===== config.mk =====
export PLATFORM = sky130hd
export DESIGN_NAME = spi_master_ram_if
export DESIGN_NICKNAME = d
export VERILOG_FILES = /design/src/rtl/spi_master_ram_if.sv
export SDC_FILE = /design/constraint.sdc
export NUM_CORES = 1
export LEC_CHECK = 0
export CAP_MARGIN = 0
export CORE_ASPECT_RATIO = 0.75
export CORE_UTILIZATION = 30
export CTS_CLUSTER_DIAMETER = 100
export CTS_CLUSTER_SIZE = 8
export DETAILED_ROUTE_END_ITERATION = 6
export GPL_TIMING_DRIVEN = 0
export PLACE_DENSITY_LB_ADDON = 0.1
export SETUP_SLACK_MARGIN = 0.3
export SYNTH_ARGS = -nofsm -noshare
export SYNTH_HDL_FRONTEND = slang
export SYNTH_SLANG_ARGS = --single-unit

===== constraint.sdc =====
create_clock -name clk -period 1.9 [get_ports clk]
set_input_delay 0.285 -clock clk [delete_from_list [all_inputs] [get_ports clk]]
set_output_delay 0.285 -clock clk [all_outputs]
set_load 0.01 [all_outputs]

===== src/rtl/spi_master_ram_if.sv =====
// ---------------------------------------------------------------------------
// spi_master_ram_if
//
// Single-clock SPI master that feeds 10-bit command frames to the slave side
// of the SPI-to-RAM link and, for read-data commands, collects the byte that
// the slave returns on MISO. Everything runs on the system clock (no SCLK).
//
// Frame layout (cmd_data): [DATA_SIZE+1:DATA_SIZE] command
//   00 write address, 01 write data, 10 read address, 11 read data
//   [DATA_SIZE-1:0] address or data payload.
//
// Ports:
//   clk        system clock, rising edge
//   rst_n      asynchronous active-low reset
//   cmd_valid  host presents a frame on cmd_data
//   cmd_ready  high only while idle; accept on cmd_valid && cmd_ready
//   cmd_data   frame to send
//   SS_n       slave select, active low
//   MOSI       serial data to slave, MSB first
//   MISO       serial data from slave, MSB first
//   rd_data    last captured read byte (held until the next read completes)
//   rd_valid   one-cycle strobe marking a fresh rd_data
//   busy       high whenever a frame is in progress (any state but IDLE)
// ---------------------------------------------------------------------------
module spi_master_ram_if #(
  parameter int DATA_SIZE = 8,
  parameter int RD_WAIT   = 2,
  parameter int GAP       = 1
) (
  input  logic                 clk,
  input  logic                 rst_n,
  input  logic                 cmd_valid,
  output logic                 cmd_ready,
  input  logic [DATA_SIZE+1:0] cmd_data,
  output logic                 SS_n,
  output logic                 MOSI,
  input  logic                 MISO,
  output logic [DATA_SIZE-1:0] rd_data,
  output logic                 rd_valid,
  output logic                 busy
);

  localparam int FRAME_W = DATA_SIZE + 2;

  // One shared counter serves SHIFT, WAIT, CAPTURE and STOP, so it must hold
  // the longest of those phases. The frame is always the longest phase of
  // SHIFT/CAPTURE, leaving RD_WAIT and GAP as the other candidates.
  localparam int CNT_MAX_A = (FRAME_W > RD_WAIT) ? FRAME_W : RD_WAIT;
  localparam int CNT_MAX   = (CNT_MAX_A > GAP) ? CNT_MAX_A : GAP;
  localparam int CNT_W     = $clog2(CNT_MAX);

  // Terminal compares use "length minus one" because the counter starts at
  // zero on entry to each phase.
  localparam logic [CNT_W-1:0] SHIFT_LAST = CNT_W'(FRAME_W - 1);
  localparam logic [CNT_W-1:0] WAIT_LAST  = CNT_W'(RD_WAIT - 1);
  localparam logic [CNT_W-1:0] CAP_LAST   = CNT_W'(DATA_SIZE - 1);
  localparam logic [CNT_W-1:0] GAP_LAST   = CNT_W'(GAP - 1);

  typedef enum logic [2:0] {
    IDLE    = 3'd0,
    START   = 3'd1,
    SHIFT   = 3'd2,
    WAIT    = 3'd3,
    CAPTURE = 3'd4,
    STOP    = 3'd5
  } state_t;

  state_t               state;
  logic [CNT_W-1:0]     cnt;
  logic [FRAME_W-1:0]   shreg;
  logic                 is_rd;

  // Whole controller in one registered block. The shift register is reused:
  // it empties itself while the frame goes out on MOSI (zeros shift in), so
  // by the time CAPTURE starts it is clean and collects MISO from the LSB.
  // The command type is kept separately because it has left the shift
  // register by the end of SHIFT, which is where the WAIT/STOP choice is made.
  always_ff @(posedge clk or negedge rst_n) begin
    if (!rst_n) begin
      state     <= IDLE;
      cnt       <= '0;
      shreg     <= '0;
      is_rd     <= 1'b0;
      SS_n      <= 1'b1;
      MOSI      <= 1'b0;
      rd_data   <= '0;
      rd_valid  <= 1'b0;
      cmd_ready <= 1'b1;
      busy      <= 1'b0;
    end else begin
      rd_valid <= 1'b0;
      case (state)
        IDLE: begin
          SS_n      <= 1'b1;
          MOSI      <= 1'b0;
          cmd_ready <= 1'b1;
          busy      <= 1'b0;
          if (cmd_valid && cmd_ready) begin
            shreg     <= cmd_data;
            is_rd     <= &cmd_data[FRAME_W-1 -: 2];
            state     <= START;
            SS_n      <= 1'b0;
            cmd_ready <= 1'b0;
            busy      <= 1'b1;
            cnt       <= '0;
          end
        end

        // Slave sees SS_n low with MOSI idle for one cycle before bit 9.
        START: begin
          state <= SHIFT;
          MOSI  <= shreg[FRAME_W-1];
          shreg <= {shreg[FRAME_W-2:0], 1'b0};
          cnt   <= '0;
        end

        // MOSI is launched one edge ahead, so the bit on the wire while the
        // counter reads n is frame bit (FRAME_W-1-n).
        SHIFT: begin
          if (cnt == SHIFT_LAST) begin
            MOSI <= 1'b0;
            cnt  <= '0;
            if (is_rd) begin
              state <= WAIT;
            end else begin
              state <= STOP;
              SS_n  <= 1'b1;
            end
          end else begin
            MOSI  <= shreg[FRAME_W-1];
            shreg <= {shreg[FRAME_W-2:0], 1'b0};
            cnt   <= cnt + 1'b1;
          end
        end

        // Turnaround so the slave can fetch the RAM byte.
        WAIT: begin
          if (cnt == WAIT_LAST) begin
            state <= CAPTURE;
            cnt   <= '0;
          end else begin
            cnt <= cnt + 1'b1;
          end
        end

        // The last sample is folded straight into rd_data so the byte and its
        // strobe appear together on the cycle SS_n goes back high.
        CAPTURE: begin
          shreg <= {shreg[FRAME_W-2:0], MISO};
          if (cnt == CAP_LAST) begin
            rd_data  <= {shreg[DATA_SIZE-2:0], MISO};
            rd_valid <= 1'b1;
            state    <= STOP;
            SS_n     <= 1'b1;
            cnt      <= '0;
          end else begin
            cnt <= cnt + 1'b1;
          end
        end

        // Deselect time before the next frame; not ready until back in IDLE.
        STOP: begin
          if (cnt == GAP_LAST) begin
            state     <= IDLE;
            cmd_ready <= 1'b1;
            busy      <= 1'b0;
            cnt       <= '0;
          end else begin
            cnt <= cnt + 1'b1;
          end
        end

        default: begin
          state     <= IDLE;
          SS_n      <= 1'b1;
          MOSI      <= 1'b0;
          cmd_ready <= 1'b1;
          busy      <= 1'b0;
          cnt       <= '0;
        end
      endcase
    end
  end

endmodule

* Yosys cells after proc, flatten, opt, wreduce, memory -nomap -nowiden
Cells that the tools add are included.
** Operators by class
- Add/subtract/negate cells :: 1
- Bitwise logic cells :: 2
- Eq/ne operators :: 15
- Reductions and logical operators :: 14
- Muxes and demuxes :: 30
** Operators by type and width (number)
- 10-bit case mux with 4 select lines :: 1
- 10-bit 2-to-1 mux :: 2
- 4-bit 2-to-1 mux :: 5
- 4-bit case mux with 5 select lines :: 1
- 3-bit 2-to-1 mux :: 6
- 3-bit case mux with 6 select lines :: 1
- 2-bit inequality test (second input constant) :: 7
- 1-bit 2-to-1 mux :: 10
- 1-bit case mux with 3 select lines :: 3
- 2-bit AND reduction :: 4
- 3-bit by 2-bit equality test with 1-bit output (second input constant) :: 2
- 3-bit equality test (second input constant) :: 2
- 3-bit OR reduction :: 2
- 5-bit AND reduction :: 1
- 4-bit by 1-bit adder with 4-bit output (second input constant) :: 1
- 4-bit by 1-bit equality test with 1-bit output (second input constant) :: 1
- 4-bit by 3-bit equality test with 1-bit output (second input constant) :: 1
- 4-bit equality test (second input constant) :: 1
- 4-bit logical NOT :: 1
- 1-bit case mux with 4 select lines :: 1
- 4-bit AND reduction :: 1
- 4-bit nonzero test :: 1
- 4-bit OR reduction :: 1
- 3-bit by 1-bit equality test with 1-bit output (second input constant) :: 1
- other kinds (4) :: 5
** Storage, ports and cells
- Bits in registers :: 31
- Input bits :: 14
- Logic and storage cells :: 72
- Output and inout bits :: 13

* Depth between registers and ports, before layout
Gate-level depths: netlist of run 1.
- Word-level depth :: 4
- Gate-level depth with buffers :: 6
- Depth with buffers taken out :: 6

* Worst setup path after synthesis of run 1
No wires, ideal clock.
- Path kind :: reg-to-reg
- From :: register state[1]
- To :: register shreg[2]
- Path slack :: 129 ps
- Arrival :: 1646 ps
- Library setup time :: 125 ps
- Buffers on the path :: 1
- Stages on the path, launching flop included :: 6
- Cells stage by stage :: dfrtp_1 buf_4 xor2_1 a21oi_2 mux2_2 mux2_2
** On the way
- Word-level cells in the longest chain between the ends :: 3
- Elaborated cells between the ends (all ways) :: 9
- Classes of those cells :: 5 x eq/ne; 1 x mux; 3 x reduce/logical
** Ends and longest elaborated chain
- start, declared :: RTL line 68 : state_t state;
- start signal, assigned :: RTL line 80 : state <= IDLE;
- start signal, assigned :: RTL line 101 : state <= START;
- start signal, assigned :: RTL line 111 : state <= SHIFT;
- 3-bit equality test, or another cell as far along :: RTL line 92 : case (state)
- 4-bit nonzero test (no source line) or 2-bit inequality test (tied branches)
- 3-bit AND reduction (no source line)
- end signal, assigned :: RTL line 99 : shreg <= cmd_data;
- end signal, assigned :: RTL line 113 : shreg <= {shreg[FRAME_W-2:0], 1'b0};
- end signal, assigned :: RTL line 131 : shreg <= {shreg[FRAME_W-2:0], 1'b0};
- end, declared :: RTL line 70 : logic [FRAME_W-1:0] shreg;
Several ways; a longest one is shown, not always the timed one.
A chain may end at the register's enable or synchronous reset.

* Worst setup path in the final report of run 1
- From :: register state[0]
- To :: register shreg[5]
The elaborated chain is that of the path after synthesis.

==> results.toml, run 1 <==
[outcome]
status = "complete, no violations"

[final_layout]
drive_gt1_share_pct = 42.05
fillCellCount = 477
multi_input_area_sq_um = 970.9
antenna_cells = 0
seqCellArea_sq_um = 778.2
syn2layout_area_growth_pct = 51.00
fin_nets = 211

[worst_setup_path]
worstPathArrival_ps = 1880
critPathCaptureType = "flip-flop"
reg2reg_from = "state[0]$_DFFE_PN0P_"
r2r_end = "shreg[5]$_DFFE_PN0P_"
rrSetupSlack_ps = 170
path_class = "reg2reg"
required_ps = 2050
startpoint = "state[0]$_DFFE_PN0P_"
setup.worst_path.start_class = "flip-flop"
crit_end = "shreg[5]$_DFFE_PN0P_"
cp_max_fo = 7
r2r_cells = 7

[die]
io_pins = 27
core-area_sq_um = 5065
row_count = 22
die_h_um = 65.77
die_area_sq_um = 5724
die_w_um = 87.03
start_util_pct = 32.11

[clock_network]
cts_tree = "built"
cts.reportedPaths.clkPinSlew_ps = 60
cts_max_level = 2
numCtsBuffers = 5
cts.sinks = 31
clk_path_buf_depth = 2
worstSkewPairLatency_ps = 270
cts_hold_buf = 0
root_buffer = "clkbuf_8"

[flow_run]
cap_violations = 0

[synthesis]
syn-cell-area_sq_um = 1627
ys_warn_count = 0
synth_top_family_by_area = "multiplexers"
synth_fa_ha_area_share_pct = 2.308
synth_cell_types = 41
ys_top_cells_by_area = "dfrtp_1 45%, mux2_2 18%, dfstp_2 3.2%, nand2_1 3.0%, ha_1 2.3%"
yosysTopAreaCellShare_pct = 44.62
async_flop_share_pct = 100.0
synth-edff-count = 0
synth-xor-area-share_pct = 1.615
synth_seq_area_share_pct = 47.85
yosysTopAreaCell = "dfrtp_1"
synthMostInstantiatedCell = "dfrtp_1"
netlist_instances = 139
synthTopCellsByCount = "29 x dfrtp_1, 26 x mux2_2, 13 x nand2_1"
synth_fp_nets = 156
synth_seq_cells = 31
synthSimpleGateAreaFrac_pct = 12.31
synth_compound_area_share_pct = 13.62
synth-main-ff-cell = "dfrtp_1"
syn_avg_cell_area_sq_um = 11.70
synthMuxAreaShare_pct = 19.31

[timing]
rsz0062_at_grt = "true"
finalCritPeriodShare_pct = 90.85
maxSlewViolCount = 0
hold_ws_ps = 57.16
finalHoldViolCount = 0
tightest_slew_ps = 716.1
relSlewSlack_pct = 52.26
finalSetupViolCount = 0
clock_skew_ps = 2.864
max_freq_ghz = 0.5793
post-route-min-period_ps = 1726

[grt]
grt_overflow = 0
grt_pass1_vias = 1274
grt_max_degree = 32
gr-usage-all-layers_pct = 15.25
antenna_found_initial = 0
grt_first_pass_wirelength_um = 6568

[detailed_routing]
met3_length_um = 136
route.detailed.drc = 0
routed.top_layer = "met4"
met1Wirelength_um = 2046
routed_wl_um = 3885
avgViaCountPerCell = 4.682
drtIter0Drc = 85
wl_met2_um = 1684
first_pass_iters = 4
wire_per_inst_um = 14.55
ant_nets = 0
vias = 1250

[power]
leakage_nw = 1.088
p_per_area_nw_per_um2 = 1665
power_w = 0.004091
irDropWorstVdd_mv = 0.7514

[place]
port_buffers = 26
gp_congestion = 0.7573
dpl.hpwl_um = 2422

[worst_hold_path]
hold_path_class = "in2async"
[stage by stage]
step | TNS [ps] | utilization, % | instance area (sq um) | setup slack, ps | std cells
detailed placement | -2381 | 39.75 | 2013 | -229.5 | 237
finish | 0 | 48.49 | 2456 | 173.9 | 267
global placement | -5085 | 39.85 | 2018 | -227.2 | 237
CTS | 0 | 45.73 | 2316 | 154.7 | 260
global route | 0 | 48.49 | 2456 | 145.8 | 267
floorplan | 0 | - | 1668 | 233.5 | 139
[how the worst min path moves through the flow]
stage                          start                  to  slack [ps]  depth (start not counted)
finish                         rst_n   is_rd$_DFFE_PN0P_          60                          1
global route                   rst_n   is_rd$_DFFE_PN0P_         130                          1
CTS                            rst_n  cnt[1]$_DFFE_PN0P_         100                          1
detailed placement             rst_n  cnt[1]$_DFFE_PN0P_         390                          1
global placement    busy$_DFFE_PN0P_    busy$_DFFE_PN0P_         490                          2
floorplan                      rst_n    MOSI$_DFFE_PN0N_         -10                          0
[layer usage]
metal	global-route usage (%)	vias up
li1	-	612
met1	21.63	603
met2	23.72	31
met3	3.870	4
met4	2.500	0
met5	0	-
[state kept, by name, indices dropped and copies added (netlist names)]
name       flops
SS_n           1
rd_valid       1
cmd_ready      1
rd_data        8
shreg         10
is_rd          1
cnt            4
busy           1
MOSI           1
state          3
[cells in the final DEF, fill, tap and decap left out, types with 2 or more instances in the layout]
cell type        netlist  routed
dfrtp_1               29      29
clkdlybuf4s50_1        0      23
buf_4                  2      16
mux2_4                 0      15
nand2_1               13      13
mux2_2                26      12
nor2b_1                6       6
o21ai_0                6       5
clkbuf_8               0       5
buf_6                  0       4
nand3b_1               3       3
a21oi_1                4       3
nor2_4                 0       3
buf_12                 0       3
dfstp_2                2       2
inv_1                  3       2
inv_2                  1       2
nor3b_4                0       2
a21oi_4                0       2
buf_2                  3       2
a22o_1                 2       2
a22oi_1                2       2
o22ai_1                2       2
xnor2_1                2       2
nor2_1                 5       2
ha_2                   0       2
clkbuf_1               1       2
dlygate4sd2_1          0       2
[layout make-up]
class                      count  area share [%]
sequential                    31           31.69
clock buffer                   7           3.107
inverter                       4          0.6113
buffer                         6           1.936
timing repair buffer          47           19.26
tap                           72           3.668
clock inverter                 1          0.2038
multi-input combinational     99           39.53
[critical path, stage by stage, from the launching register on]
cell     delay, ps
dfrtp_1        380
buf_6          150
nor3b_4        220
buf_6          130
a21oi_4         30
buf_12         140
mux2_4         290
mux2_4         260
[power breakdown]
| part | switching [W] | total [W] | internal, W | leakage (nW) |
|---|---|---|---|---|
| clock | 0.000227 | 0.000484 | 0.000257 | 0.0422 |
| sequential | 0.000176 | 0.00107 | 0.000897 | 0.396 |
| combinational | 0.00108 | 0.00253 | 0.00145 | 0.650 |
[repair_timing]
item	in CTS	in global routing
resized for setup	21	18
cloned	1	1
pin swaps	6	7
setup buffers	14	6
endpoints found under the setup margin	28	28
[cells by family after synthesis]
family,Yosys count
DFF,31
buffers and inverters,10
AOI/OAI and AO/OA,29
and+or+nand+nor,35
muxes,28
xor gates and xnor gates,3
adders and majority gates,3
(Power assumes the default switching activity.)
==> inputs of run 2 (changes only) <==
--- a/config.mk
+++ b/config.mk
@@ -13,6 +13,7 @@
 export DETAILED_ROUTE_END_ITERATION = 6
 export GPL_TIMING_DRIVEN = 0
 export PLACE_DENSITY_LB_ADDON = 0.1
+export RECOVER_POWER = 100
 export SETUP_SLACK_MARGIN = 0.3
 export SYNTH_ARGS = -nofsm -noshare
 export SYNTH_HDL_FRONTEND = slang
==> run 2 against run 1 <==
Cell area fell by 2.5%; highest routed layer unchanged; utilization fell by 1.2 points; clock skew barely moved; first-iteration DRC count fell by 12%; fmax fell by 0.60%.
==> results.toml, run 2 (synthesis results as in run 1) <==
[detailed_routing]
avgViaCountPerCell = 4.652
first_pass_iters = 4
wl_met2_um = 1713
routed.top_layer = "met4"
ant_nets = 0
vias = 1242
met1Wirelength_um = 1983
drtIter0Drc = 75
route.detailed.drc = 0
met3_length_um = 121
wire_per_inst_um = 14.35
routed_wl_um = 3831

[worst_setup_path]
path_class = "reg2reg"
reg2reg_from = "state[0]$_DFFE_PN0P_"
worstPathArrival_ps = 1890
rrSetupSlack_ps = 160
required_ps = 2050
cp_max_fo = 7
r2r_end = "shreg[5]$_DFFE_PN0P_"
critPathCaptureType = "flip-flop"
r2r_cells = 7
setup.worst_path.start_class = "flip-flop"

[die]
io_pins = 27
die_area_sq_um = 5724
row_count = 22
die_h_um = 65.77
start_util_pct = 32.11
core-area_sq_um = 5065
die_w_um = 87.03

[clock_network]
cts.sinks = 31
worstSkewPairLatency_ps = 270
numCtsBuffers = 5
cts_tree = "built"
cts_hold_buf = 0
clk_path_buf_depth = 2
cts_max_level = 2
cts.reportedPaths.clkPinSlew_ps = 60
root_buffer = "clkbuf_8"

[place]
gp_congestion = 0.7573
port_buffers = 26
dpl.hpwl_um = 2422

[final_layout]
reg_top3 = "shreg x10, rd_data x8, cnt x4"
layout_commonest_cell = "dfrtp_1"
fin_util_pct = 47.26
largest_reg_flops = 10
regMostFlops = "shreg"
antenna_cells = 0
drive_gt1_share_pct = 34.87
fillCellCount = 491
final_cell_mix = "29 x dfrtp_1, 14 x buf_4, 13 x nand2_1"
fin_nets = 211
syn2layout_area_growth_pct = 47.15

[power]
leakage_nw = 1.106
p_per_area_nw_per_um2 = 1653
irDropWorstVdd_mv = 0.7480

[grt]
gr-usage-all-layers_pct = 15.25
grt_first_pass_wirelength_um = 6568
antenna_found_initial = 0
grt_max_degree = 32
grt_overflow = 0
grt_pass1_vias = 1274

[timing]
maxSlewViolCount = 0
hold_ws_ps = 57.39
tightest_slew_ps = 715.9
finalHoldViolCount = 0
relSlewSlack_pct = 52.27
max_freq_ghz = 0.5758
post-route-min-period_ps = 1737
finalCritPeriodShare_pct = 91.40
rsz0062_at_grt = "true"
clock_skew_ps = 2.793
finalSetupViolCount = 0

[flow_run]
cap_violations = 0

[worst_hold_path]
hold_path_class = "in2async"

[outcome]
status = "complete, no violations"
[run 2: critical path, stage by stage, from the launching register on]
cell and delay [ps]:
dfrtp_1 380, buf_6 140, nor3b_2 230, buf_6 140, a21oi_4 30, buf_12 140
mux2_4 290, mux2_4 260
[run 2: area by class of cell]
cell class                      instances  area (sq um)  area share (%)
Inverter                                4         15.01          0.6273
Buffer                                  6         46.29           1.934
Tap cell                               72         90.09           3.764
Sequential cell                        31         778.2           32.51
Clock buffer                            7         76.32           3.189
Multi-Input combinational cell         99         913.4           38.16
Clock inverter                          1         5.005          0.2091
Timing Repair Buffer                   47         469.2           19.60
[run 2: report_power, final]
| group | internal (W) | switching (W) | total, W |
|---|---|---|---|
| clock | 0.000257 | 0.000226 | 0.000482 |
| sequential | 0.000892 | 0.000172 | 0.00106 |
| combinational | 0.00138 | 0.00103 | 0.00241 |
[run 2: how the worst max path moves through the flow]
stage,start,endpoint,slack [ps],cells after the start
3_3_place_gp,cmd_valid,shreg[3]$_DFFE_PN0P_,-230,4
3_5_place_dp,cmd_valid,shreg[3]$_DFFE_PN0P_,-230,4
5_1_grt,cnt[0]$_DFFE_PN0P_,state[0]$_DFFE_PN0P_,70,6
4_1_cts,state[0]$_DFFE_PN0P_,shreg[5]$_DFFE_PN0P_,150,5
6_report,state[0]$_DFFE_PN0P_,shreg[5]$_DFFE_PN0P_,160,7
2_1_floorplan,state[1]$_DFFE_PN0P_,shreg[2]$_DFFE_PN0P_,230,5
[run 2: metrics by stage]
stage | cells | total power [W] | setup TNS [ps] | worst slack [ps] | instance area, sq um
6_report | 267 | 0.003956 | 0 | 163.4 | 2394
5_1_grt | 267 | 0.004218 | 0 | 65.59 | 2394
4_1_cts | 260 | 0.003744 | 0 | 154.7 | 2316
3_5_place_dp | 237 | 0.002726 | -2381 | -229.5 | 2013
3_3_place_gp | 237 | 0.002698 | -5085 | -227.2 | 2018
2_1_floorplan | 139 | 0.002334 | 0 | 233.5 | 1668
[run 2: repair_timing]
action	CTS	global route
endpoints found under the hold margin	0	0
cloned	1	1
setup endpoints to repair	28	28
gates resized for setup	21	18
pin swaps	6	7
buffers inserted	14	6
[run 2: metal layers]
metal	vias to the layer above	GRT usage, %
met3	2	3.870
li1	615	-
met2	23	23.72
met4	0	2.500
met1	602	21.63
met5	-	0
